**config.mk**
```make
export PLATFORM = sky130hd
export DESIGN_NAME = prog_sequencer
export DESIGN_NICKNAME = d
export VERILOG_FILES = /design/src/rtl/seq_pkg.sv /design/src/rtl/cycle_counter.sv /design/src/rtl/prog_sequencer.sv
export SDC_FILE = /design/constraint.sdc
export NUM_CORES = 1
export LEC_CHECK = 0
export ABC_AREA = 1
export CAP_MARGIN = 10
export CORE_UTILIZATION = 48
export DETAILED_ROUTE_END_ITERATION = 10
export GPL_ROUTABILITY_DRIVEN = 0
export HOLD_SLACK_MARGIN = 0.1
export PLACE_DENSITY = 0.85
export SLEW_MARGIN = 25
export SYNTH_ARGS = -nofsm -noshare
export SYNTH_HDL_FRONTEND = slang
export SYNTH_SLANG_ARGS = --single-unit
```
**constraint.sdc**
```tcl
create_clock -name Clk -period 3.2 [get_ports Clk]
set_clock_uncertainty 0.05 [all_clocks]
set_input_delay 0.48 -clock Clk [delete_from_list [all_inputs] [get_ports Clk]]
set_output_delay 0.48 -clock Clk [all_outputs]
set_load 0.02 [all_outputs]
```
**src/rtl/seq_pkg.sv**
```systemverilog
// Shared types and constants for the program sequencer: state encoding,
// PC width and the per-program base addresses.
package seq_pkg;

  localparam int PC_W      = 10;
  localparam int NUM_PROGS = 3;

  typedef enum logic [1:0] {
    IDLE,
    LOAD,
    RUN,
    DONE
  } state_e;

  localparam logic [PC_W-1:0] PROG_BASE [NUM_PROGS] = '{10'd0, 10'd200, 10'd450};

endpackage

```
**src/rtl/cycle_counter.sv**
```systemverilog
// Saturating up-counter with synchronous clear and count enable; clear wins.
module cycle_counter #(
  parameter int W = 16
) (
  input  logic         clk,
  input  logic         rst,
  input  logic         clr,
  input  logic         en,
  output logic [W-1:0] count
);

  logic [W-1:0] count_q, count_d;

  always_comb begin
    count_d = count_q;
    if (clr) begin
      count_d = '0;
    end else if (en && (count_q != '1)) begin
      count_d = count_q + 1'b1;
    end
  end

  always_ff @(posedge clk) begin
    if (rst) begin
      count_q <= '0;
    end else begin
      count_q <= count_d;
    end
  end

  assign count = count_q;

endmodule

```
**src/rtl/prog_sequencer.sv**
```systemverilog
// Run controller in front of the fetch PC: loads each program base, gates
// control-unit branches during RUN, detects halt and counts RUN cycles.
// Build option WATCHDOG_EN ends a RUN after MAX_CYCLES cycles with Timeout set.
//
// state | meaning
// IDLE  | after reset, PC held, waiting for first Start
// LOAD  | PC forced to PROG_BASE[ProgIdx] while Start is high
// RUN   | program executing, branches passed through to fetch
// DONE  | program halted (or timed out), PC held, results stable
module prog_sequencer #(
  parameter int PC_W       = seq_pkg::PC_W,
  parameter int NUM_PROGS  = seq_pkg::NUM_PROGS,
  parameter int CNT_W      = 16,
  parameter int MAX_CYCLES = 4096,
  localparam int IDX_W     = (NUM_PROGS > 1) ? $clog2(NUM_PROGS) : 1
) (
  input  logic             Clk,
  input  logic             Reset,
  input  logic             Start,
  input  logic             Halt,
  input  logic             BrTaken,
  input  logic             BrAbsOrRel,
  input  logic [PC_W-1:0]  BrTarget,
  output logic             FetchHold,
  output logic             FetchJump,
  output logic             FetchAbsOrRel,
  output logic [PC_W-1:0]  FetchTarget,
  output logic [IDX_W-1:0] ProgIdx,
  output logic             Busy,
  output logic             Done,
  output logic [CNT_W-1:0] CycleCount,
  output logic             Timeout
);

  import seq_pkg::*;

`ifdef WATCHDOG_EN
  localparam bit WD_EN = 1'b1;
`else
  localparam bit WD_EN = 1'b0;
`endif

  state_e           state_q, state_d;
  logic [IDX_W-1:0] prog_idx_q, prog_idx_d;
  logic             timeout_q, timeout_d;
  logic             cnt_clr, cnt_en, wd_hit;

  // CycleCount still holds the previous cycle's total, so MAX_CYCLES-1 marks the last allowed cycle.
  assign wd_hit = WD_EN && (CycleCount == CNT_W'(MAX_CYCLES - 1)) && !Halt;

  always_comb begin
    state_d       = state_q;
    prog_idx_d    = prog_idx_q;
    timeout_d     = timeout_q;
    cnt_clr       = 1'b0;
    cnt_en        = 1'b0;
    FetchHold     = 1'b1;
    FetchJump     = 1'b0;
    FetchAbsOrRel = 1'b0;
    FetchTarget   = '0;
    Busy          = 1'b0;
    Done          = 1'b0;
    unique case (state_q)
      IDLE: begin
        if (Start) begin
          state_d    = LOAD;
          prog_idx_d = '0;
        end
      end
      LOAD: begin
        FetchHold   = 1'b0;
        FetchJump   = 1'b1;
        FetchTarget = PC_W'(PROG_BASE[prog_idx_q]);
        Busy        = 1'b1;
        cnt_clr     = 1'b1;
        timeout_d   = 1'b0;
        if (!Start) state_d = RUN;
      end
      RUN: begin
        Busy   = 1'b1;
        cnt_en = 1'b1;
        if (Halt) begin
          state_d = DONE;
        end else if (wd_hit) begin
          state_d   = DONE;
          timeout_d = 1'b1;
        end else begin
          FetchHold     = 1'b0;
          FetchJump     = BrTaken;
          FetchAbsOrRel = BrAbsOrRel;
          FetchTarget   = BrTaken ? BrTarget : '0;
        end
      end
      DONE: begin
        Done = 1'b1;
        if (Start) begin
          state_d    = LOAD;
          prog_idx_d = (prog_idx_q == IDX_W'(NUM_PROGS - 1)) ? '0 : prog_idx_q + 1'b1;
        end
      end
      default: state_d = IDLE;
    endcase
  end

  always_ff @(posedge Clk) begin
    if (Reset) begin
      state_q    <= IDLE;
      prog_idx_q <= '0;
      timeout_q  <= 1'b0;
    end else begin
      state_q    <= state_d;
      prog_idx_q <= prog_idx_d;
      timeout_q  <= timeout_d;
    end
  end

  cycle_counter #(.W(CNT_W)) u_cycle_counter (
    .clk   (Clk),
    .rst   (Reset),
    .clr   (cnt_clr),
    .en    (cnt_en),
    .count (CycleCount)
  );

  assign ProgIdx = prog_idx_q;
  assign Timeout = timeout_q;

endmodule

```
# Yosys cells after proc, flatten, opt, wreduce, memory -nomap -nowiden
# Cells that the tools add are included.
# Widths: inputs -> output; s select.
# classes
addsub	2
reduce_logical	8
bitwise	1
n_eq_ne	10
n_lt_le_gt_ge	1
muxes	24
# ops
op	count
$mux 10	4
$bmux 10 s2	1
$pmux 10 s2	1
$add 16x1->16 const B	1
$ne 16x16->1 const B	1
$mux 2	6
$mux 1	8
$ne 2x2->1 const B	4
$eq 2x2->1 const B	3
$pmux 2 s3	1
$reduce_and 3->1	2
$reduce_or 2->1	3
$pmux 1 s2	2
$pmux 2 s2	1
$ge 3x3->1 const B	1
$not 2->3	1
$add 2x1->2 const B	1
$eq 2x1->1 const B	1
$logic_not 2->1	1
$ne 2x1->1 const B	1
$reduce_bool 2->1	1
$logic_and 1x1->1	1
# totals
output_inout_bits	34
regBits	20
elab_cells	49

# Depth between registers and ports, before layout
# logic_depth
word_depth	5
mapped_depth	10

# Cells and area by module
# Synthesis repeated with hierarchy kept, for this count alone.
# unflattened
hier_cells	233
area_unflattened_um2	1502.7
# modules_own_cells
module	instances	area_per_inst_um2	cells_per_inst
cycle_counter	1	1004.7	156
prog_sequencer	1	498.0	77

# Worst setup path before layout
# No wires, ideal clock.
# synth_path
path_type	reg-to-output
from	reg state_q[0]
to	out FetchTarget[0]
n_path_buf	0
arrival_time_ns	1.616
path_stages_with_launch	5
required_ns	2.670
slack_ns	1.054
path_cell_list	dfxtp_1 inv_1 ha_1 nand2_1 nor3b_1
# synth_between
elab_chain_len	2
word_cells_on_any_way	3
classes_between	eq/ne (2); mux (1)
# synth_rtl
element	line	source
start, declared	prog_sequencer.sv:43	state_e state_q, state_d;
start signal, assigned	prog_sequencer.sv:111	state_q <= state_d;
$eq 2x2->1 / $eq 2x1->1 (equally long branches)	prog_sequencer.sv:63	unique case (state_q)
$pmux 10 s2 (*)	prog_sequencer.sv:63	
end, declared	prog_sequencer.sv:27	output logic [PC_W-1:0] FetchTarget,
# Every way passes the cells marked *; elsewhere a longest branch is shown, timed or not.

# Worst setup path after layout
# layout_path
from	reg state_q[0]
to	out FetchTarget[7]
# Same word-level chain as after synthesis.

==> results <==
==> placed cells by master (no fill, tap or decap), drive strengths merged <==
cell / instances
buf: 1
and2: 1
nand2: 52
conb: 1
ha: 11
a21o: 1
a21oi: 21
inv: 24
a21boi: 1
nand3: 26
nand4: 2
o21ai: 3
dfxtp: 20
nor3b: 5
clkdlybuf4s50: 48
clkbuf: 3
o21a: 1
nor2: 42
==> cells by family after synthesis <==
| group | share of synthesized area |
|---|---|
| other cells | 0.002678 |
| simple gates | 0.4138 |
| buf+inv | 0.09741 |
| flops | 0.2860 |
| fa+ha+maj | 0.09830 |
| compound gates | 0.1019 |
==> sequential cells by signal, indices dropped and copies added, names as in the netlist <==
signal	cells
u_cycle_counter.count	16
ProgIdx	2
state_q	2
==> per-stage QoR <==
stage / setup slack, ps / utilization / hold slack [ps]
floorplan: 1054 / - / 432.4
global placement: 443.0 / 0.6819 / 453.7
detailed placement: 346.2 / 0.6819 / 451.9
CTS: 213.7 / 0.6901 / 468.6
global route: 25.96 / 0.6901 / 495.5
finish: 221.4 / 0.6901 / 465.3
==> final cells by class <==
cell class | instances | area [um2]
Tap cell | 31 | 38.79
Multi-Input combinational cell | 167 | 863.3
Sequential cell | 20 | 400.4
Clock buffer | 3 | 22.52
Fill cell | 259 | 854.6
Inverter | 24 | 90.09
Timing Repair Buffer | 49 | 488.0
==> cell usage after synthesis (all sizes together) <==
cell / n / area [um2]
nand2: 52 / 195.2
nor2: 42 / 182.7
nand3: 26 / 130.1
inv: 24 / 90.09
a21oi: 21 / 105.1
dfxtp: 20 / 400.4
ha: 11 / 137.6
buf: 5 / 46.29
nor3b: 5 / 37.54
o21ai: 3 / 15.01
nand4: 2 / 27.53
a21boi: 1 / 7.510
a21o: 1 / 7.510
and2: 1 / 6.260
conb: 1 / 3.750
o21a: 1 / 7.510
==> worst min-delay path: cells and delay by family, from the launching register on <==
kind / cells / cell delay, ps
simple gates: 1 / 70
compound gates: 1 / 50
flops: 1 / 350
==> layer usage <==
layer  wire length, um  vias to the layer above  share of wire  GRT usage
met4                34                        0          0.011    0.04181
li1                  -                      790              -          -
met2              1464                       33           0.46     0.3401
met1              1581                      644           0.49     0.2853
met5                 0                        -              0          0
met3               124                        6          0.039    0.04186
==> where the power goes <==
part	internal, mW	leakage, nW	switching, mW
clock	0.0439	0.0138	0.0723
sequential	0.269	0.162	0.0222
combinational	0.169	0.570	0.234
total	0.481	0.746	0.328
==> worst paths after layout <==
path / from / end / slack, ps / cells past startpoint
hold / removal: ProgIdx[1] / ProgIdx[1] / 470 / 2
setup reg to reg: state_q[0] / u_cycle_counter.count[14] / 1380 / 9
hold reg to reg: ProgIdx[1] / ProgIdx[1] / 470 / 2
setup / recovery: state_q[0] / FetchTarget[7] / 220 / 7
==> out/metrics.cfg <==
[run_status]
status=finished, final reports clean

[route]
ant_nets=0
drt-initial-drc-count=63
first_pass_iters=4
wire_per_inst_um=10.89
routed_wl_um=3203
drc=0
route.vias.total=1473
viasPerCell=5.010

[global_routing]
grt_pass1_wl_um=5347
antenna_found_initial=0
grt_max_degree=28
overflow=0
first_global_vias=1235
gr-usage-all-layers=0.2083

[setup_path]
critPathRequiredTime_ps=2670
critPathLaunchType=register
critPathMaxStageDelay_ps=610
cp_max_fo=9
cp.arrival_ps=2450
critical_path_class=register to primary output
crit_slowest_cell=clkdlybuf4s50_1
cp-end-kind=primary output
crit_top_cell=inv_1
path_buf_inv=3
path_cells=inv_1 -> ha_1 -> inv_1 -> nor2_1 -> nand2_1 -> a21oi_1 -> clkdlybuf4s50_1
critPathTopFamily=buffers and inverters

[placement]
port_buffers=48
hpwl_um=2493
place_area_um2=1881
placed_cells=291

[cts]
clkLatencyLatePin_ps=300
cts-resized-gates=0
tritoncts=done
holdBufCountCts=0
cts_inserted_buffers=3
cts-root-buf=clkbuf_4
path_clk_slew_ps=100
cts_sinks=20
cts_setup_buffers=0
cts_buffer_depth=2
htreeDepth=1

[final_layout]
stdcell_count=294
finish.instance_area_um2=1903
antennaDiodeCount=0
area_growth_pct=35.93
final_nets=292
drive_gt1_frac=0.03422

[power]
power_density_nw_per_um2=425.2
p_total_mw=0.8092
p_leak_nw=0.7461
ir_drop_mv=0.3792

[die]
design.die.area_um2=3137
initial_utilization=0.5077
core.rowCount=19
dieHeight_um=56.01
core_region_area_um2=2758
die-width_um=56.01
num_io_pins=50

[job]
maxCapViolations=0

[timing]
worst_pin_slew_ps=548.1
slew_headroom=0.6332
finalHoldViolCount=0
fmax_ghz=0.3357
maxSlewViolCount=0
finalCritPeriodShare=0.9308
fin_tns_setup_ps=0
rsz0062_at_grt=false
report.final.setup_viol=0
fin_crit_ps=2979

[logic_synthesis]
synth-seq-cells=20
syn_area_per_cell_um2=6.482
syn_inst=216
ys_seq_area_frac=0.2860
synth_fp_nets=243
ys_warn_count=0
synth_area_um2=1400
synth.distinct_cells=21

[worst_hold_path]
hold_path.class=register to register

Note: power is estimated with default switching activity, not from simulation.
